==> config.mk <==
export PLATFORM = sky130hd
export DESIGN_NAME = traffic_countdown_display
export DESIGN_NICKNAME = d
export VERILOG_FILES = /design/src/rtl/traffic_countdown_display.sv
export SDC_FILE = /design/constraint.sdc
export NUM_CORES = 1
export LEC_CHECK = 0
export CAP_MARGIN = 20
export CORE_UTILIZATION = 35
export CTS_CLUSTER_DIAMETER = 40
export CTS_CLUSTER_SIZE = 25
export DETAILED_ROUTE_END_ITERATION = 16
export PLACE_DENSITY = 0.6
export SYNTH_ARGS = -nofsm -noshare
export SYNTH_HDL_FRONTEND = slang
export SYNTH_SLANG_ARGS = --single-unit
==> constraint.sdc <==
create_clock -name clk -period 4.6 [get_ports clk]
set_input_delay 0.46 -clock clk [delete_from_list [all_inputs] [get_ports clk]]
set_output_delay 0.46 -clock clk [all_outputs]
set_load 0.03 [all_outputs]
==> src/rtl/traffic_countdown_display.sv <==
// traffic_countdown_display: phase countdown with BCD split and 2-digit active-low 7-seg multiplex.
// Optional COUNTDOWN_BLINK_EN: blank the display on alternate seconds during the last 3 s of a phase.
`timescale 1ns/1ps
`default_nettype none

module traffic_countdown_display #(
  parameter int RED_SEC     = 18,
  parameter int GREEN_SEC   = 15,
  parameter int YELLOW_SEC  = 3,
  parameter int REFRESH_DIV = 4
) (
  input  logic       clk,
  input  logic       rst_n,
  input  logic [1:0] led,
  input  logic       sec_tick,
  output logic [6:0] remaining,
  output logic [3:0] bcd_tens,
  output logic [3:0] bcd_ones,
  output logic [6:0] seg,
  output logic [1:0] an,
  output logic       phase_err
);

  localparam int            CW       = $clog2(REFRESH_DIV);
  localparam logic [CW-1:0] CNT_LAST = CW'(REFRESH_DIV - 1);
  localparam logic [6:0]    SEG_OFF  = 7'h7F;
  localparam logic [6:0]    SEG_DASH = 7'b0111111;

  logic [1:0]    led_q;
  logic          change;
  logic [CW-1:0] refresh_cnt;
  logic          sel;
  logic [3:0]    digit;
  logic [6:0]    seg_next;
  logic [1:0]    an_next;
  logic          blank;

  assign change = (led != led_q);

  function automatic logic [6:0] duration(input logic [1:0] code);
    case (code)
      2'b00:   duration = 7'(RED_SEC);
      2'b01:   duration = 7'(GREEN_SEC);
      default: duration = 7'(YELLOW_SEC);
    endcase
  endfunction

  function automatic logic [6:0] seg7(input logic [3:0] d);
    case (d)
      4'd0:    seg7 = 7'b1000000;
      4'd1:    seg7 = 7'b1111001;
      4'd2:    seg7 = 7'b0100100;
      4'd3:    seg7 = 7'b0110000;
      4'd4:    seg7 = 7'b0011001;
      4'd5:    seg7 = 7'b0010010;
      4'd6:    seg7 = 7'b0000010;
      4'd7:    seg7 = 7'b1111000;
      4'd8:    seg7 = 7'b0000000;
      4'd9:    seg7 = 7'b0010000;
      default: seg7 = 7'h7F;
    endcase
  endfunction

  // Invalid code dominates; a fresh valid phase overrides a coincident tick.
  always_ff @(posedge clk or negedge rst_n) begin
    if (!rst_n) begin
      led_q     <= 2'b00;
      remaining <= 7'(RED_SEC);
      phase_err <= 1'b0;
    end else begin
      led_q <= led;
      if (led == 2'b11) begin
        remaining <= 7'd0;
        phase_err <= 1'b1;
      end else if (change) begin
        remaining <= duration(led);
        phase_err <= 1'b0;
      end else if (sec_tick && (remaining > 7'd1)) begin
        remaining <= remaining - 7'd1;
      end
    end
  end

  assign bcd_tens = 4'(remaining / 7'd10);
  assign bcd_ones = 4'(remaining % 7'd10);

`ifdef COUNTDOWN_BLINK_EN
  logic blink;

  always_ff @(posedge clk or negedge rst_n) begin
    if (!rst_n) begin
      blink <= 1'b0;
    end else if (change) begin
      blink <= 1'b0;
    end else if (sec_tick) begin
      blink <= ~blink;
    end
  end

  assign blank = blink && !phase_err && (remaining <= 7'd3);
`else
  assign blank = 1'b0;
`endif

  always_ff @(posedge clk or negedge rst_n) begin
    if (!rst_n) begin
      refresh_cnt <= '0;
      sel         <= 1'b0;
    end else if (refresh_cnt == CNT_LAST) begin
      refresh_cnt <= '0;
      sel         <= ~sel;
    end else begin
      refresh_cnt <= refresh_cnt + CW'(1);
    end
  end

  always_comb begin
    digit    = sel ? bcd_tens : bcd_ones;
    seg_next = SEG_OFF;
    an_next  = 2'b11;
    if (phase_err) begin
      seg_next = SEG_DASH;
      an_next  = sel ? 2'b01 : 2'b10;
    end else if (blank || (sel && (bcd_tens == 4'd0))) begin
      seg_next = SEG_OFF;
      an_next  = 2'b11;
    end else begin
      seg_next = seg7(digit);
      an_next  = sel ? 2'b01 : 2'b10;
    end
  end

  always_ff @(posedge clk or negedge rst_n) begin
    if (!rst_n) begin
      seg <= SEG_OFF;
      an  <= 2'b11;
    end else begin
      seg <= seg_next;
      an  <= an_next;
    end
  end

endmodule

`default_nettype wire

==> results_tabular.tex <==
\begin{tabular}{lr}
\hline
Metric & Value \\
\hline
\multicolumn{2}{l}{\textbf{Outcome}} \\
\quad Result of the run & finished clean \\
\multicolumn{2}{l}{\textbf{Clocking}} \\
\quad H-Tree Depth & 1 \\
\quad Number of buffers inserted to repair setup after CTS & 0 \\
\quad Number of instances resized during post-cts repair & 0 \\
\quad Num CTS Buffers & 3 \\
\quad Clock root buffer & clkbuf\_8 \\
\quad Clk\_lat worst skew & 0.26 ns \\
\quad Number of sinks driven by the clock tree & 22 \\
\quad Clock input transition at the sequential cells of the worst setup and hold paths & 0.08 ns \\
\quad Clock tree from TritonCTS & built \\
\quad Hold buffer count at cts & 0 \\
\quad Clk buf depth & 2 \\
\multicolumn{2}{l}{\textbf{Die}} \\
\quad Number of placement rows & 26 \\
\quad Die Outline Area & 5843 µm² \\
\quad Die extent in x & 76.44 µm \\
\quad Effective utilization at floorplan & 0.3703 \\
\quad Core area & 5238 µm² \\
\quad Die Y-Extent & 76.44 µm \\
\quad Number of top-level pins & 30 \\
\multicolumn{2}{l}{\textbf{Drt}} \\
\quad \# DRC & 0 \\
\quad Vias & 1705 \\
\quad DRT antenna net count & 0 \\
\quad Total length of routed wires & 4709 µm \\
\quad Initial drt markers & 116 \\
\quad Routed WL per cell & 15.29 µm \\
\quad First-pass DRT Iterations & 4 \\
\quad Average vias per placed instance & 5.536 \\
\multicolumn{2}{l}{\textbf{STA}} \\
\quad Clock skew & 0.002583 ns \\
\quad Worst rel slew slack & 0.6426 \\
\quad Achievable frequency & 245.2 MHz \\
\quad Endpoints failing hold & 0 \\
\quad Max-slew violation count & 0 \\
\quad Ratio of final minimum period to clock period & 0.8866 \\
\quad Worst slew pin tran & 0.5312 ns \\
\quad Setup-violating endpoint count in the final report & 0 \\
\quad Setup\_tns & 0 ns \\
\quad RSZ-0062 raised after global routing & no \\
\quad Minimum clock period after layout & 4.078 ns \\
\multicolumn{2}{l}{\textbf{Cells and area}} \\
\quad Post-route core utilization & 0.4498 \\
\quad Count of nets after finishing & 255 \\
\quad Most common cell after layout, fill and taps aside & clkdlybuf4s50\_1 \\
\quad Filler-free cell count of the finished design & 308 \\
\quad Area of the multi-input gates & 1224 µm² \\
\quad Flip-flop and latch area & 565.5 µm² \\
\quad Relative area change from synthesis to final layout & 21.48\% \\
\quad FILL cells & 506 \\
\quad ANT cells & 0 \\
\quad Highest-count cells in the layout ignoring fill and taps & clkdlybuf4s50\_1, nor2\_1, nand2\_1 \\
\quad Fraction of layout instances using a drive strength above 1 & 0.1471 \\
\multicolumn{2}{l}{\textbf{Power and ir drop}} \\
\quad Lkg Pwr & 0.9292 nW \\
\quad Largest vdd supply drop & 0.1858 mV \\
\quad Power density of the placed cells & 389.0 nW/µm² \\
\multicolumn{2}{l}{\textbf{Synth}} \\
\quad Count of flip-flops with a built-in enable after synthesis & 0 \\
\quad Synthesis-stage register bit count & 22 \\
\quad Post-Synthesis Cell Area & 1939 µm² \\
\quad Synth Instances & 216 \\
\quad Syn nets & 232 \\
\quad Avg Inst Size Synth & 8.979 µm² \\
\quad Share of synthesized area occupied by flip-flops and latches & 0.2910 \\
\quad Fraction of synthesis flops using an asynchronous set or reset pin & 1.000 \\
\quad Count of synthesis-stage warnings from yosys & 0 \\
\quad Count of different cell masters after synthesis & 65 \\
\quad Dominant synthesized flop cell & dfstp\_2 \\
\multicolumn{2}{l}{\textbf{Global route}} \\
\quad Initial antenna violation count & 0 \\
\quad Total track usage & 0.1655 \\
\quad Met2 Usage GRT & 0.2721 \\
\quad Largest net degree at the start of global routing & 27 \\
\quad Met1 usage in global routing & 0.2152 \\
\quad Wire length of the first global-routing pass & 7755 µm \\
\quad Met3 Resource Use GR & 0.02275 \\
\quad Most used routing layer & met2 \\
\quad Remaining Overflow, GRT & 0 \\
\quad Via count of the first global-routing pass & 1575 \\
\multicolumn{2}{l}{\textbf{Flow run}} \\
\quad Maxcap violations & 0 \\
\multicolumn{2}{l}{\textbf{Worst setup path}} \\
\quad Startpoint Class & register \\
\quad Register-to-register path setup slack & 0.76 ns \\
\quad Critical-path maximum fanout & 16 \\
\quad Setup crit end kind & output port \\
\quad Setup CP Type & register to output port \\
\quad Critical path arrival & 3.62 ns \\
\quad Required time at the worst-slack endpoint & 4.14 ns \\
\multicolumn{2}{l}{\textbf{Hold path}} \\
\quad Hold Crit Class & register to register \\
\multicolumn{2}{l}{\textbf{Placement}} \\
\quad Routability congestion estimate from global placement & 0.8870 \\
\quad Cell count after placement & 303 \\
\quad Post-DP HPWL & 3473 µm \\
\quad Quantity of I/O buffers inserted on ports & 29 \\
\hline
\end{tabular}
-- path summary, 6_finish.rpt --
path                                start             end  cells past startpoint
setup / recovery             remaining[3]     bcd_ones[3]                     11
hold reg to reg            refresh_cnt[0]  refresh_cnt[0]                      1
hold / removal             refresh_cnt[0]  refresh_cnt[0]                      1
setup reg to reg             remaining[6]          seg[4]                     12
max in group asynchronous           rst_n    remaining[4]                      2
min in group asynchronous           rst_n          seg[1]                      1
-- power breakdown --
part | switching, W | internal (W)
registers | 0.0000242 | 0.000245
logic | 0.000272 | 0.000194
clock network | 0.0000643 | 0.000116
total | 0.000361 | 0.000556
-- metrics by stage --
step / instance area [µm²] / setup slack, ns / hold WS [ns] / total power [W]
floorplan: 1939 / 0.6125 / 0.1644 / 0.0005941
global placement: 2256 / 0.6669 / 0.4143 / 0.0007362
detailed placement: 2256 / 0.6265 / 0.4221 / 0.0007390
CTS: 2327 / 0.3205 / 0.4340 / 0.0009255
global route: 2356 / 0.3056 / 0.4494 / 0.0009733
finish: 2356 / 0.5218 / 0.4273 / 0.0009166
-- cells by family (layout without fill, tap and decap cells) --
logic type | count (synthesis) | count (layout) | share of synthesized area
AND/OR/NAND/NOR | 73 | 73 | 0.2265
AO/OA/AOI/OAI | 59 | 59 | 0.2271
buffers and inverters | 30 | 52 | 0.07806
flip-flops | 22 | 22 | 0.2910
XOR/XNOR | 13 | 13 | 0.05871
adder cells (fa/ha/maj) | 12 | 12 | 0.07613
multiplexers | 7 | 7 | 0.04258
-- cell type report --
| type | count | area share |
|---|---|---|
| well taps | 70 | 0.03717 |
| inverters | 12 | 0.01912 |
| clock inverters | 1 | 0.01275 |
| multi-input cells | 164 | 0.5194 |
| clock buffers | 3 | 0.01753 |
| repair buffers | 36 | 0.1540 |
| flip-flops and latches | 22 | 0.2400 |
-- per-layer routing --
metal	up-vias	part of all wire
met5	-	0
met4	0	0.026
met3	10	0.035
met2	39	0.48
met1	819	0.46
li1	837	-
-- cells in the mapped netlist (2+ instances only) --
library cell | n | share of area
nand3b_1 | 5 | 0.019
nand2_1 | 14 | 0.027
dfstp_2 | 11 | 0.15
or3_1 | 3 | 0.0097
ha_1 | 11 | 0.071
mux2i_1 | 6 | 0.031
inv_1 | 10 | 0.019
o21ai_1 | 3 | 0.0077
nand3_1 | 5 | 0.013
buf_4 | 4 | 0.015
nor3b_1 | 2 | 0.0077
buf_6 | 2 | 0.012
nor2_1 | 15 | 0.029
nor3_1 | 4 | 0.010
a211oi_1 | 3 | 0.012
xor2_1 | 5 | 0.023
clkbuf_1 | 5 | 0.0097
o21ai_0 | 9 | 0.023
and4_1 | 2 | 0.0090
o22ai_1 | 2 | 0.0065
o211ai_1 | 6 | 0.023
a21o_1 | 2 | 0.0077
a21oi_1 | 13 | 0.034
xnor2_1 | 8 | 0.036
nor2b_1 | 3 | 0.0097
nand4b_1 | 3 | 0.014
nand2b_1 | 3 | 0.0097
a311oi_1 | 3 | 0.014
buf_2 | 7 | 0.018
dfrtp_1 | 11 | 0.14
nand4bb_1 | 2 | 0.012
-- worst max-delay path, cell delays in order, from the launching register on --
cell and delay (ns):
dfrtp_1 0.61, or4b_4 0.51, a31oi_2 0.19, a221oi_2 0.08, ha_1 0.25, buf_4 0.19
nand4b_1 0.16, and4_1 0.22, o32ai_1 0.28, a21oi_1 0.09, inv_1 0.09, clkdlybuf4s50_1 0.67
-- flip-flops by register name, indices dropped and copies added, names as in the netlist --
| name | flops |
|---|---|
| remaining | 7 |
| refresh_cnt | 2 |
| led_q | 2 |
| seg | 7 |
| sel | 1 |
| phase_err | 1 |
| an | 2 |
No activity file was read; power rests on OpenSTA's default activity.
